## src/rtl/fft_pkg.sv

```systemverilog
//------------------------------------------------------------------------------
// fft_pkg : shared types and helpers for the FFT front end
// Revision: 1.0
//------------------------------------------------------------------------------
`default_nettype none

package fft_pkg;

  localparam int DEFAULT_N_2 = 5;
  localparam int N           = 2 ** DEFAULT_N_2;
  localparam int MAX_N_2     = 16;

  typedef enum logic [1:0] {
    LOAD  = 2'd0,
    FLUSH = 2'd1,
    START = 2'd2,
    WAIT  = 2'd3
  } loader_state_t;

  // Reverses the low n bits of a; bits at and above n come back as zero.
  function automatic logic [MAX_N_2-1:0] bitrev(input logic [MAX_N_2-1:0] a, input int n);
    logic [MAX_N_2-1:0] r;
    r = '0;
    for (int i = 0; i < MAX_N_2; i++) begin
      if (i < n) r[n-1-i] = a[i];
    end
    return r;
  endfunction

endpackage

`default_nettype wire

```

## src/rtl/fft_loader_if.sv

```systemverilog
//------------------------------------------------------------------------------
// fft_loader_if : sample stream, RAM write port and FFT core handshake
// Revision: 1.0
//------------------------------------------------------------------------------
`default_nettype none

interface fft_loader_if #(
  parameter int width = 16,
  parameter int N_2   = 5
);

  logic                    sample_valid;
  logic signed [width-6:0] sample;
  logic                    sample_ready;
  logic                    we;
  logic [N_2-1:0]          wadr;
  logic [2*width-1:0]      wd;
  logic                    fft_start;
  logic                    fft_done;
  logic                    busy;

  modport master (
    input  sample_valid, sample, fft_done,
    output sample_ready, we, wadr, wd, fft_start, busy
  );

  modport slave (
    output sample_valid, sample, fft_done,
    input  sample_ready, we, wadr, wd, fft_start, busy
  );

endinterface

`default_nettype wire

```

## src/rtl/hann_lut.sv

```systemverilog
//------------------------------------------------------------------------------
// hann_lut : registered Hann window ROM, unsigned Q1.(width-1) coefficients
// Revision: 1.0
//------------------------------------------------------------------------------
`default_nettype none

module hann_lut #(
  parameter int width = 16,
  parameter int N_2   = 5
) (
  input  wire logic             clk,
  input  wire logic [N_2-1:0]   adr,
  output logic      [width-1:0] coeff
);

  logic [4:0]       t;
  logic [4:0]       h;
  logic [15:0]      q15;
  logic [width-1:0] coeff_d;
  logic [width-1:0] coeff_q;

  // The base table is a 32-point window; other lengths are resampled onto it.
  generate
    if (N_2 >= 5) begin : g_adr_down
      assign t = adr[N_2-1 -: 5];
    end else begin : g_adr_up
      assign t = {adr, {(5-N_2){1'b0}}};
    end
  endgenerate

  // Hann window is symmetric about the midpoint, so only half is stored.
  assign h = (t[4] && (t[3:0] != 4'd0)) ? 5'(6'd32 - {1'b0, t}) : t;

  always_comb begin
    q15 = 16'd0;
    case (h)
      5'd0:  q15 = 16'd0;
      5'd1:  q15 = 16'd315;
      5'd2:  q15 = 16'd1247;
      5'd3:  q15 = 16'd2761;
      5'd4:  q15 = 16'd4799;
      5'd5:  q15 = 16'd7281;
      5'd6:  q15 = 16'd10114;
      5'd7:  q15 = 16'd13187;
      5'd8:  q15 = 16'd16384;
      5'd9:  q15 = 16'd19580;
      5'd10: q15 = 16'd22653;
      5'd11: q15 = 16'd25486;
      5'd12: q15 = 16'd27968;
      5'd13: q15 = 16'd30006;
      5'd14: q15 = 16'd31520;
      5'd15: q15 = 16'd32452;
      5'd16: q15 = 16'd32767;
      default: q15 = 16'd0;
    endcase
  end

  generate
    if (width == 16) begin : g_scale_eq
      assign coeff_d = q15;
    end else if (width > 16) begin : g_scale_up
      assign coeff_d = {q15, {(width-16){1'b0}}};
    end else begin : g_scale_down
      assign coeff_d = q15[15 -: width];
    end
  endgenerate

  always_ff @(posedge clk) begin
    coeff_q <= coeff_d;
  end

  assign coeff = coeff_q;

endmodule

`default_nettype wire

```

## src/rtl/fft_loader.sv

```systemverilog
//------------------------------------------------------------------------------
// fft_loader : windows a real sample stream and writes it bit-reversed into
//              the FFT working RAM, then hands the frame to the FFT core.
// Revision: 1.0
//------------------------------------------------------------------------------
`default_nettype none

module fft_loader
  import fft_pkg::*;
#(
  parameter int width = 16,
  parameter int N_2   = DEFAULT_N_2
) (
  input  wire logic    clk,
  input  wire logic    reset,
  fft_loader_if.master bus
);

  localparam int SW = width - 5;
  localparam int PW = 2 * width - 4;

  loader_state_t state_q, state_d;

  logic [N_2-1:0]          idx_q, idx_d;
  logic                    s1_valid_q, s1_valid_d;
  logic signed [SW-1:0]    s1_sample_q, s1_sample_d;
  logic [N_2-1:0]          s1_idx_q, s1_idx_d;
  logic                    s2_valid_q, s2_valid_d;
  logic signed [width-1:0] s2_re_q, s2_re_d;
  logic [N_2-1:0]          s2_adr_q, s2_adr_d;
  logic                    we_q, we_d;
  logic [N_2-1:0]          wadr_q, wadr_d;
  logic [2*width-1:0]      wd_q, wd_d;

  logic                    transfer;
  logic [width-1:0]        coeff;
  logic signed [PW-1:0]    prod;
  logic signed [width-1:0] windowed;

  hann_lut #(
    .width (width),
    .N_2   (N_2)
  ) u_hann_lut (
    .clk   (clk),
    .adr   (idx_q),
    .coeff (coeff)
  );

  assign transfer = bus.sample_valid && (state_q == LOAD);

  // ---------------- FSM: state register ----------------
  always_ff @(posedge clk or posedge reset) begin
    if (reset) state_q <= LOAD;
    else       state_q <= state_d;
  end

  // ---------------- FSM: next state ----------------
  always_comb begin
    state_d = state_q;
    case (state_q)
      LOAD:    if (transfer && (&idx_q)) state_d = FLUSH;
      FLUSH:   if (!s1_valid_q && !s2_valid_q) state_d = START;
      START:   state_d = WAIT;
      WAIT:    if (bus.fft_done) state_d = LOAD;
      default: state_d = LOAD;
    endcase
  end

  // ---------------- FSM: outputs ----------------
  always_comb begin
    bus.sample_ready = (state_q == LOAD);
    bus.fft_start    = (state_q == START);
    bus.busy         = (state_q != LOAD) || (idx_q != '0);
  end

  // ---------------- datapath ----------------
  // Coefficient is unsigned, so it gets a zero sign bit before the signed multiply.
  assign prod     = PW'(s1_sample_q) * PW'($signed({1'b0, coeff}));
  assign windowed = width'(prod >>> (width - 1));

  always_comb begin
    idx_d       = transfer ? idx_q + 1'b1 : idx_q;
    s1_valid_d  = transfer;
    s1_sample_d = transfer ? bus.sample : s1_sample_q;
    s1_idx_d    = transfer ? idx_q : s1_idx_q;
    s2_valid_d  = s1_valid_q;
    s2_re_d     = s1_valid_q ? windowed : s2_re_q;
    s2_adr_d    = s1_valid_q ? N_2'(bitrev(MAX_N_2'(s1_idx_q), N_2)) : s2_adr_q;
    we_d        = s2_valid_q;
    wadr_d      = s2_valid_q ? s2_adr_q : wadr_q;
    wd_d        = s2_valid_q ? {s2_re_q, {width{1'b0}}} : wd_q;
  end

  always_ff @(posedge clk or posedge reset) begin
    if (reset) begin
      idx_q       <= '0;
      s1_valid_q  <= 1'b0;
      s1_sample_q <= '0;
      s1_idx_q    <= '0;
      s2_valid_q  <= 1'b0;
      s2_re_q     <= '0;
      s2_adr_q    <= '0;
      we_q        <= 1'b0;
      wadr_q      <= '0;
      wd_q        <= '0;
    end else begin
      idx_q       <= idx_d;
      s1_valid_q  <= s1_valid_d;
      s1_sample_q <= s1_sample_d;
      s1_idx_q    <= s1_idx_d;
      s2_valid_q  <= s2_valid_d;
      s2_re_q     <= s2_re_d;
      s2_adr_q    <= s2_adr_d;
      we_q        <= we_d;
      wadr_q      <= wadr_d;
      wd_q        <= wd_d;
    end
  end

  assign bus.we   = we_q;
  assign bus.wadr = wadr_q;
  assign bus.wd   = wd_q;

endmodule

`default_nettype wire

```

## src/flat_wrapper.sv

```systemverilog
// flat-port wrapper written by rule: the top's interface ports become plain ports
module fft_loader_flat import fft_pkg::*;
#(
  parameter int width = 16,
  parameter int N_2   = DEFAULT_N_2
)
  (clk, reset, bus_sample_valid, bus_sample, bus_fft_done, bus_sample_ready, bus_we, bus_wadr, bus_wd, bus_fft_start, bus_busy);
  fft_loader_if #(.width(width), .N_2(N_2)) bus_i ();
  input  wire logic clk;
  input  wire logic reset;
  input wire logic [$bits(bus_i.sample_valid)-1:0] bus_sample_valid;
  input wire logic [$bits(bus_i.sample)-1:0] bus_sample;
  input wire logic [$bits(bus_i.fft_done)-1:0] bus_fft_done;
  output wire logic [$bits(bus_i.sample_ready)-1:0] bus_sample_ready;
  output wire logic [$bits(bus_i.we)-1:0] bus_we;
  output wire logic [$bits(bus_i.wadr)-1:0] bus_wadr;
  output wire logic [$bits(bus_i.wd)-1:0] bus_wd;
  output wire logic [$bits(bus_i.fft_start)-1:0] bus_fft_start;
  output wire logic [$bits(bus_i.busy)-1:0] bus_busy;
  assign bus_i.sample_valid = bus_sample_valid;
  assign bus_i.sample = bus_sample;
  assign bus_i.fft_done = bus_fft_done;
  assign bus_sample_ready = bus_i.sample_ready;
  assign bus_we = bus_i.we;
  assign bus_wadr = bus_i.wadr;
  assign bus_wd = bus_i.wd;
  assign bus_fft_start = bus_i.fft_start;
  assign bus_busy = bus_i.busy;
  fft_loader #(.width(width), .N_2(N_2)) u_core (.clk(clk), .reset(reset), .bus(bus_i));
endmodule
```

## config.mk

```make
export PLATFORM = sky130hd
export DESIGN_NAME = fft_loader_flat
export DESIGN_NICKNAME = d
export VERILOG_FILES = /design/src/rtl/fft_pkg.sv /design/src/rtl/fft_loader_if.sv /design/src/rtl/hann_lut.sv /design/src/rtl/fft_loader.sv /design/src/flat_wrapper.sv
export SDC_FILE = /design/constraint.sdc
export NUM_CORES = 1
export LEC_CHECK = 0
export BUFFER_PORTS_ARGS = -buffer_cell sky130_fd_sc_hd__buf_2
export CAP_MARGIN = 0
export CELL_PAD_IN_SITES_DETAIL_PLACEMENT = 0
export CELL_PAD_IN_SITES_GLOBAL_PLACEMENT = 1
export CORE_UTILIZATION = 45
export DETAILED_ROUTE_END_ITERATION = 10
export PLACE_DENSITY_LB_ADDON = 0.1
export SYNTH_ARGS = -nofsm -noshare
export SYNTH_HDL_FRONTEND = slang
export SYNTH_HIERARCHICAL = 1
export SYNTH_SLANG_ARGS = --single-unit
export TNS_END_PERCENT = 20
```

## constraint.sdc

```tcl
create_clock -name clk -period 4.8 [get_ports clk]
set_input_delay 0.48 -clock clk [delete_from_list [all_inputs] [get_ports clk]]
set_output_delay 0.48 -clock clk [all_outputs]
set_load 0.02 [all_outputs]
```

Word level (Yosys, flattened, before mapping)
Memories as Yosys holds them, arrays and structs flattened. A register that Yosys moved wholly into a read port is not among the register bits.
Cells that the tools add are included.
Operators by class
  $add $sub $neg: 2
  $mul: 1
  divide/modulo/power cells: 0
  $lt $le $gt $ge: 0
  equal/unequal tests: 6
  shift-type cells: 0
  mux-type cells: 5
  bitwise gates (word level): 0
  reductions and logical operators: 13
Operator list (number)
  multiplier 11 x 17 -> 28 bit: 1
  one-hot mux 2 bit (4 select lines): 1
  2-to-1 mux 2 bit: 3
  adder 5 x 1 -> 5 bit (second input constant): 1
  2-to-1 mux 5 bit: 1
  AND reduction 5 bit: 1
  nonzero test 5 bit: 1
  subtractor 1 x 5 -> 5 bit (first input constant): 1
  == test 2 bit (second input constant): 2
  logical AND 1 bit: 4
  != test 2 x 1 -> 1 bit (second input constant): 2
  nonzero test 4 bit: 1
  AND reduction 3 bit: 1
  == test 2 x 1 -> 1 bit (second input constant): 1
  zero test 1 bit: 2
  zero test 2 bit: 1
  != test 2 bit (second input constant): 1
  nonzero test 2 bit: 1
  logical OR 1 bit: 1
Word-level totals
  flip-flop bits (word level): 78
  bits in latches: 0
  bits in writable memories: 0
  memory bits (read-only): 480
  input bits: 15
  output and inout bits: 41
  logic and storage cells: 40
  memories kept: 1
Memories
  (name not given): words 32, width 15, rd ports 1, clocked after memory_dff 1, write ports 0, line hann_lut.sv:36  | case (h)

Depth between registers and ports, before layout
  word-level depth: 5
  depth in mapped cells: 20
  depth with buffers taken out: 18

Cells and area by module
The synthesis kept the hierarchy.
Modules (own cells, without submodules)
  fft_loader: times used 1, cells an instance 868, area an instance 8336.7 um^2, seq. area each 1551.5 um^2
  hann_lut: times used 1, cells an instance 121, area an instance 1042.2 um^2, seq. area each 300.3 um^2

Worst setup path after synthesis
Ideal clock, no wire load.
  kind: reg2reg
  start: register u_core.s1_sample_q[4]
  end: register u_core.s2_re_q[8]
  setup time: 0.125 ns
  data arrival time: 5.103 ns
  data required time: 4.675 ns
  path slack: -0.427 ns
  cell stages (with the launch flop): 19
  buffers on the path: 2
  clock period less this slack: 5.227 ns
  path through: dfrtp_1 clkbuf_1 clkbuf_1 nand2_1 fa_1 fa_1 inv_1 fa_1 fa_1 inv_1 fa_1 inv_1 ha_1 nand4_2 a211oi_2 a221oi_2 o41a_1 xnor2_1 mux2_2
On the way
  longest elaborated chain between the ends: 1
Ends and longest elaborated chain
  start, declared: line fft_loader.sv:26  | logic signed [SW-1:0] s1_sample_q, s1_sample_d;
  start signal, assigned: line fft_loader.sv:109  | s1_sample_q <= s1_sample_d;
  multiplier 11 x 17 -> 28 bit: line fft_loader.sv:78  | assign prod = PW'(s1_sample_q) * PW'($signed({1'b0, coeff}));
  end signal, assigned: line fft_loader.sv:112  | s2_re_q <= s2_re_d;
  end, declared: line fft_loader.sv:29  | logic signed [width-1:0] s2_re_q, s2_re_d;
Every way passes these cells.
A chain may end at the register's enable or synchronous reset.

Worst setup path after layout
Same ends and word-level chain as after synthesis.

==> out/summary.md <==
### Run status
- finished with violations — run status
- setup timing — violations in the final reports

### Yosys
- 8.111% — complex-gate fraction of the synthesized area
- 19.74% — proportion of synthesized chip area in sequential cells
- 66 — library cells used by synthesis
- 14.83% — simple-gate area share of the yosys netlist
- 0 — count of flip-flops with a built-in enable after synthesis
- 21 — count of synthesis-stage warnings from yosys
- 9.483 µm² — Avg Cell Area, Syn
- 1.387% — Post-Synth XOR/XNOR Area
- 77 — Synth Register Bits
- 80.52% — share of synthesized registers carrying an async set or reset
- 9379 µm² — area of the mapped netlist
- dfrtp_1 — Synth Flop Type
- adder cells — largest family of logic cells by synthesized area
- 5.936% — mux share of post-synthesis cell area
- 38.87% — post-synthesis adder-cell area fraction
- 989 — cell count after synthesis

### Critical path
- buf_12 -> buf_8 -> nand2_2 -> fa_2 -> fa_1 -> inv_1 -> fa_2 -> fa_1 -> inv_1 -> fa_1 -> inv_2 -> ha_4 -> nand3_2 -> o221ai_4 -> a221oi_4 -> buf_6 -> o41a_1 -> xnor2_1 -> mux2_2 — cell breakdown of the critical path
- 19 — logic depth of the worst register-to-register path
- 5.03 ns — required time at the endpoint of the critical path
- fa_1 — Max stage delay cell, worst path
- flip-flop — Worst setup SP type
- reg2reg — type of the worst setup path
- 6 — maximum fanout count along the critical path
- 6 — Bufs and invs on worst path
- flip-flop — Setup crit end kind
- fa_1 — most frequent cell on the critical path
- 5.31 ns — arrival time of data at the critical path endpoint
- 19 — Worst path depth
- adder cells — cell family with the largest share of critical-path delay
- 0.52 ns — slowest cell delay on critical path

### Die
- 46.06% — Starting Density
- 52 — number of rows created at floorplan
- 146.4 µm — DIE HEIGHT
- 56 — IO Count
- 21420 µm² — DIE AREA
- 20360 µm² — Floorplan Core Area
- 146.4 µm — Die Wd

### Global route
- 0 — antenna violations before repair
- 0 — total congestion overflow after global routing
- 63 — pin count of the biggest net entering global routing
- 7190 — via count of the first global-routing pass
- 2.375% — global-route met3 utilization
- 37270 µm — global-route wire length before repair
- 22.14% — GRT Total Usage
- 29.44% — met1 routing resource usage after global routing
- met2 — global routing's busiest layer
- 39.02% — global-route met2 utilization

### STA
- true — RSZ-0062 raised after global routing
- 0 — number of pins with negative max-slew slack in the final report
- -0.2821 ns — final worst slack
- 25.20% — Worst slew margin
- 105.9% — share of the clock period used by the worst path
- 1.122 ns — Worst Max-Slew Pin Slew
- 0.01268 ns — Clock Skew
- 0 — count of final hold-check violations
- -1.549 ns — setup TNS
- 12 — Final setup violation count
- 0.3637 ns — worst-case hold slack
- 5.082 ns — final critical-path required period
- 0.1968 GHz — maximum operating frequency

### Drt
- 291 — DRC violation total after the first TritonRoute iteration
- 21460 µm — wire length reported by the detailed router
- 15.68 µm — average wire length per cell after detail routing
- 0 — number of nets with antenna violations after routing
- 6798 — total via count after detailed routing
- 4 — detailed-routing iteration count for the pre-antenna-repair pass
- 4.966 — number of vias per cell after detailed routing
- 0 — DRC

### Clock tree
- 0 — total of hold buffers inserted after clock tree synthesis
- 2 — number of buffers on the longest clock path
- 0.07 ns — Clk pin slew, worst setup/hold paths
- 0.35 ns — clock latency on the worst-skew pair
- 9 — clock buffer count from CTS
- clkbuf_16 — cell at the root of the clock tree
- 77 — number of sinks handled by clock tree synthesis
- done — clock tree from TritonCTS
- 3 — H-Tree Depth

### Placement
- 1334 — number of cells in the design after placement
- 39 — Buffers on Ports
- 0.8077 — RePlAce Congestion
- 17090 µm — HPWL reported at the end of detailed placement

### Cells and area
- inv_1 — most common library cell in the layout ignoring fill and taps
- 172 x inv_1, 118 x fa_1, 117 x nand2_1 — most frequent cells in the layout
- 1921 — count of filler cells inserted in the layout
- 0 — diode insertion count for antenna repair
- 25.48% — share of layout cells above drive strength 1
- 1326 — Layout Nets
- 1369 — final standard cell count with taps included and fillers excluded
- 18.52% — Layout area overhead

### Run
- 0 — max capacitance violation total

### Hold path
- in2async — Hold WC Path Type

flip-flops by register name, indices dropped and copies added (netlist names):
signal / cells
u_core/u_hann_lut/coeff: 15
u_core/s1_idx_q: 5
u_core/idx_q: 5
u_core/state_q: 2
u_core/s1_valid_q: 1
u_core/bus.we: 1
u_core/s1_sample_q: 11
u_core/bus.wadr: 5
u_core/s2_adr_q: 5
u_core/bus.wd: 13
u_core/s2_valid_q: 1
u_core/s2_re_q: 13
cells in the mapped netlist (5+ instances only):
| cell | count | area share [%] |
|---|---|---|
| xor2_1 | 6 | 0.56 |
| and2_1 | 79 | 5.3 |
| nor4_1 | 5 | 0.33 |
| o21ai_0 | 19 | 1.0 |
| nand3_1 | 9 | 0.48 |
| nor3_1 | 5 | 0.27 |
| ha_1 | 93 | 12 |
| mux2i_1 | 5 | 0.53 |
| dfxtp_1 | 15 | 3.2 |
| o211ai_1 | 6 | 0.48 |
| a32oi_1 | 6 | 0.56 |
| a21o_1 | 6 | 0.48 |
| dfrtp_1 | 62 | 17 |
| o31a_1 | 5 | 0.47 |
| mux2_2 | 45 | 5.4 |
| buf_4 | 22 | 1.8 |
| nand2_1 | 119 | 4.8 |
| nand2b_1 | 11 | 0.73 |
| and3_1 | 6 | 0.40 |
| a21oi_1 | 22 | 1.2 |
| nor2_1 | 28 | 1.1 |
| xnor2_1 | 7 | 0.65 |
| clkbuf_1 | 35 | 1.4 |
| fa_1 | 124 | 26 |
| nor2b_1 | 5 | 0.33 |
| inv_1 | 177 | 7.1 |
through the flow:
| step | util [%] | area, µm² | setup slack (ns) |
|---|---|---|---|
| after floorplan | - | 9608 | -0.03519 |
| after detailed placement | 51.24 | 10440 | -0.4117 |
| after CTS | 53.85 | 10970 | -0.3233 |
| after global routing | 54.58 | 11120 | -0.4483 |
| after global placement | 51.24 | 10440 | -0.4088 |
| final | 54.58 | 11120 | -0.2821 |
what timing repair did:
action | CTS | global route
resized for setup | 40 | 27
setup buffers | 19 | 3
setup endpoints to repair | 13 | 13
pin swaps | 15 | 15
path summary, 6_finish.rpt:
kind | start | end | slack [ns]
max in group asynchronous | reset | u_core/s1_sample_q[8] | 3.82
worst max register to register | u_core/s1_sample_q[4] | u_core/s2_re_q[8] | -0.28
worst max-delay path | u_core/s1_sample_q[4] | u_core/s2_re_q[8] | -0.28
worst min-delay path | reset | u_core/s2_re_q[10] | 0.36
worst min register to register | u_core/s2_re_q[5] | u_core/s2_re_q[5] | 0.49
min in group clk | bus_sample[9] | u_core/s1_sample_q[9] | 0.37
area by class of cell:
cell class                      count  area, µm²  area share [%]
Inverter                          177      664.4           5.977
Tap cell                          270      337.8           3.039
Sequential cell                    77       1874           16.86
Multi-Input combinational cell    684       6850           61.63
Timing Repair Buffer              145       1089           9.793
Clock inverter                      7      75.07          0.6754
Clock buffer                        9      225.2           2.026
worst reg2reg max path: stages, from the launching register on:
cell      delay, ns
dfrtp_1        0.43
buf_12         0.16
buf_8          0.13
nand2_2        0.07
fa_2           0.44
fa_1           0.49
inv_1          0.06
fa_2           0.46
fa_1           0.48
inv_1          0.05
fa_1           0.52
inv_2          0.05
ha_4           0.28
nand3_2        0.11
o221ai_4       0.23
a221oi_4       0.09
buf_6          0.15
o41a_1         0.37
xnor2_1        0.15
mux2_2         0.26
routing by layer:
metal	routed length (µm)	up-vias
met3	522	11
met4	282	0
li1	-	3314
met1	9720	3377
met2	10940	96
met5	0	-
kinds of logic after synthesis:
| logic type | Yosys count |
|---|---|
| buffers and inverters | 243 |
| adders and majority gates | 217 |
| muxes | 50 |
| other | 2 |
| and+or+nand+nor | 280 |
| DFF | 77 |
| AOI/OAI and AO/OA | 106 |
| xor gates and xnor gates | 14 |
Power is left out: the tool's default activity adds up to more than one toggle a clock period on the data nets, which glitch-free logic cannot reach.
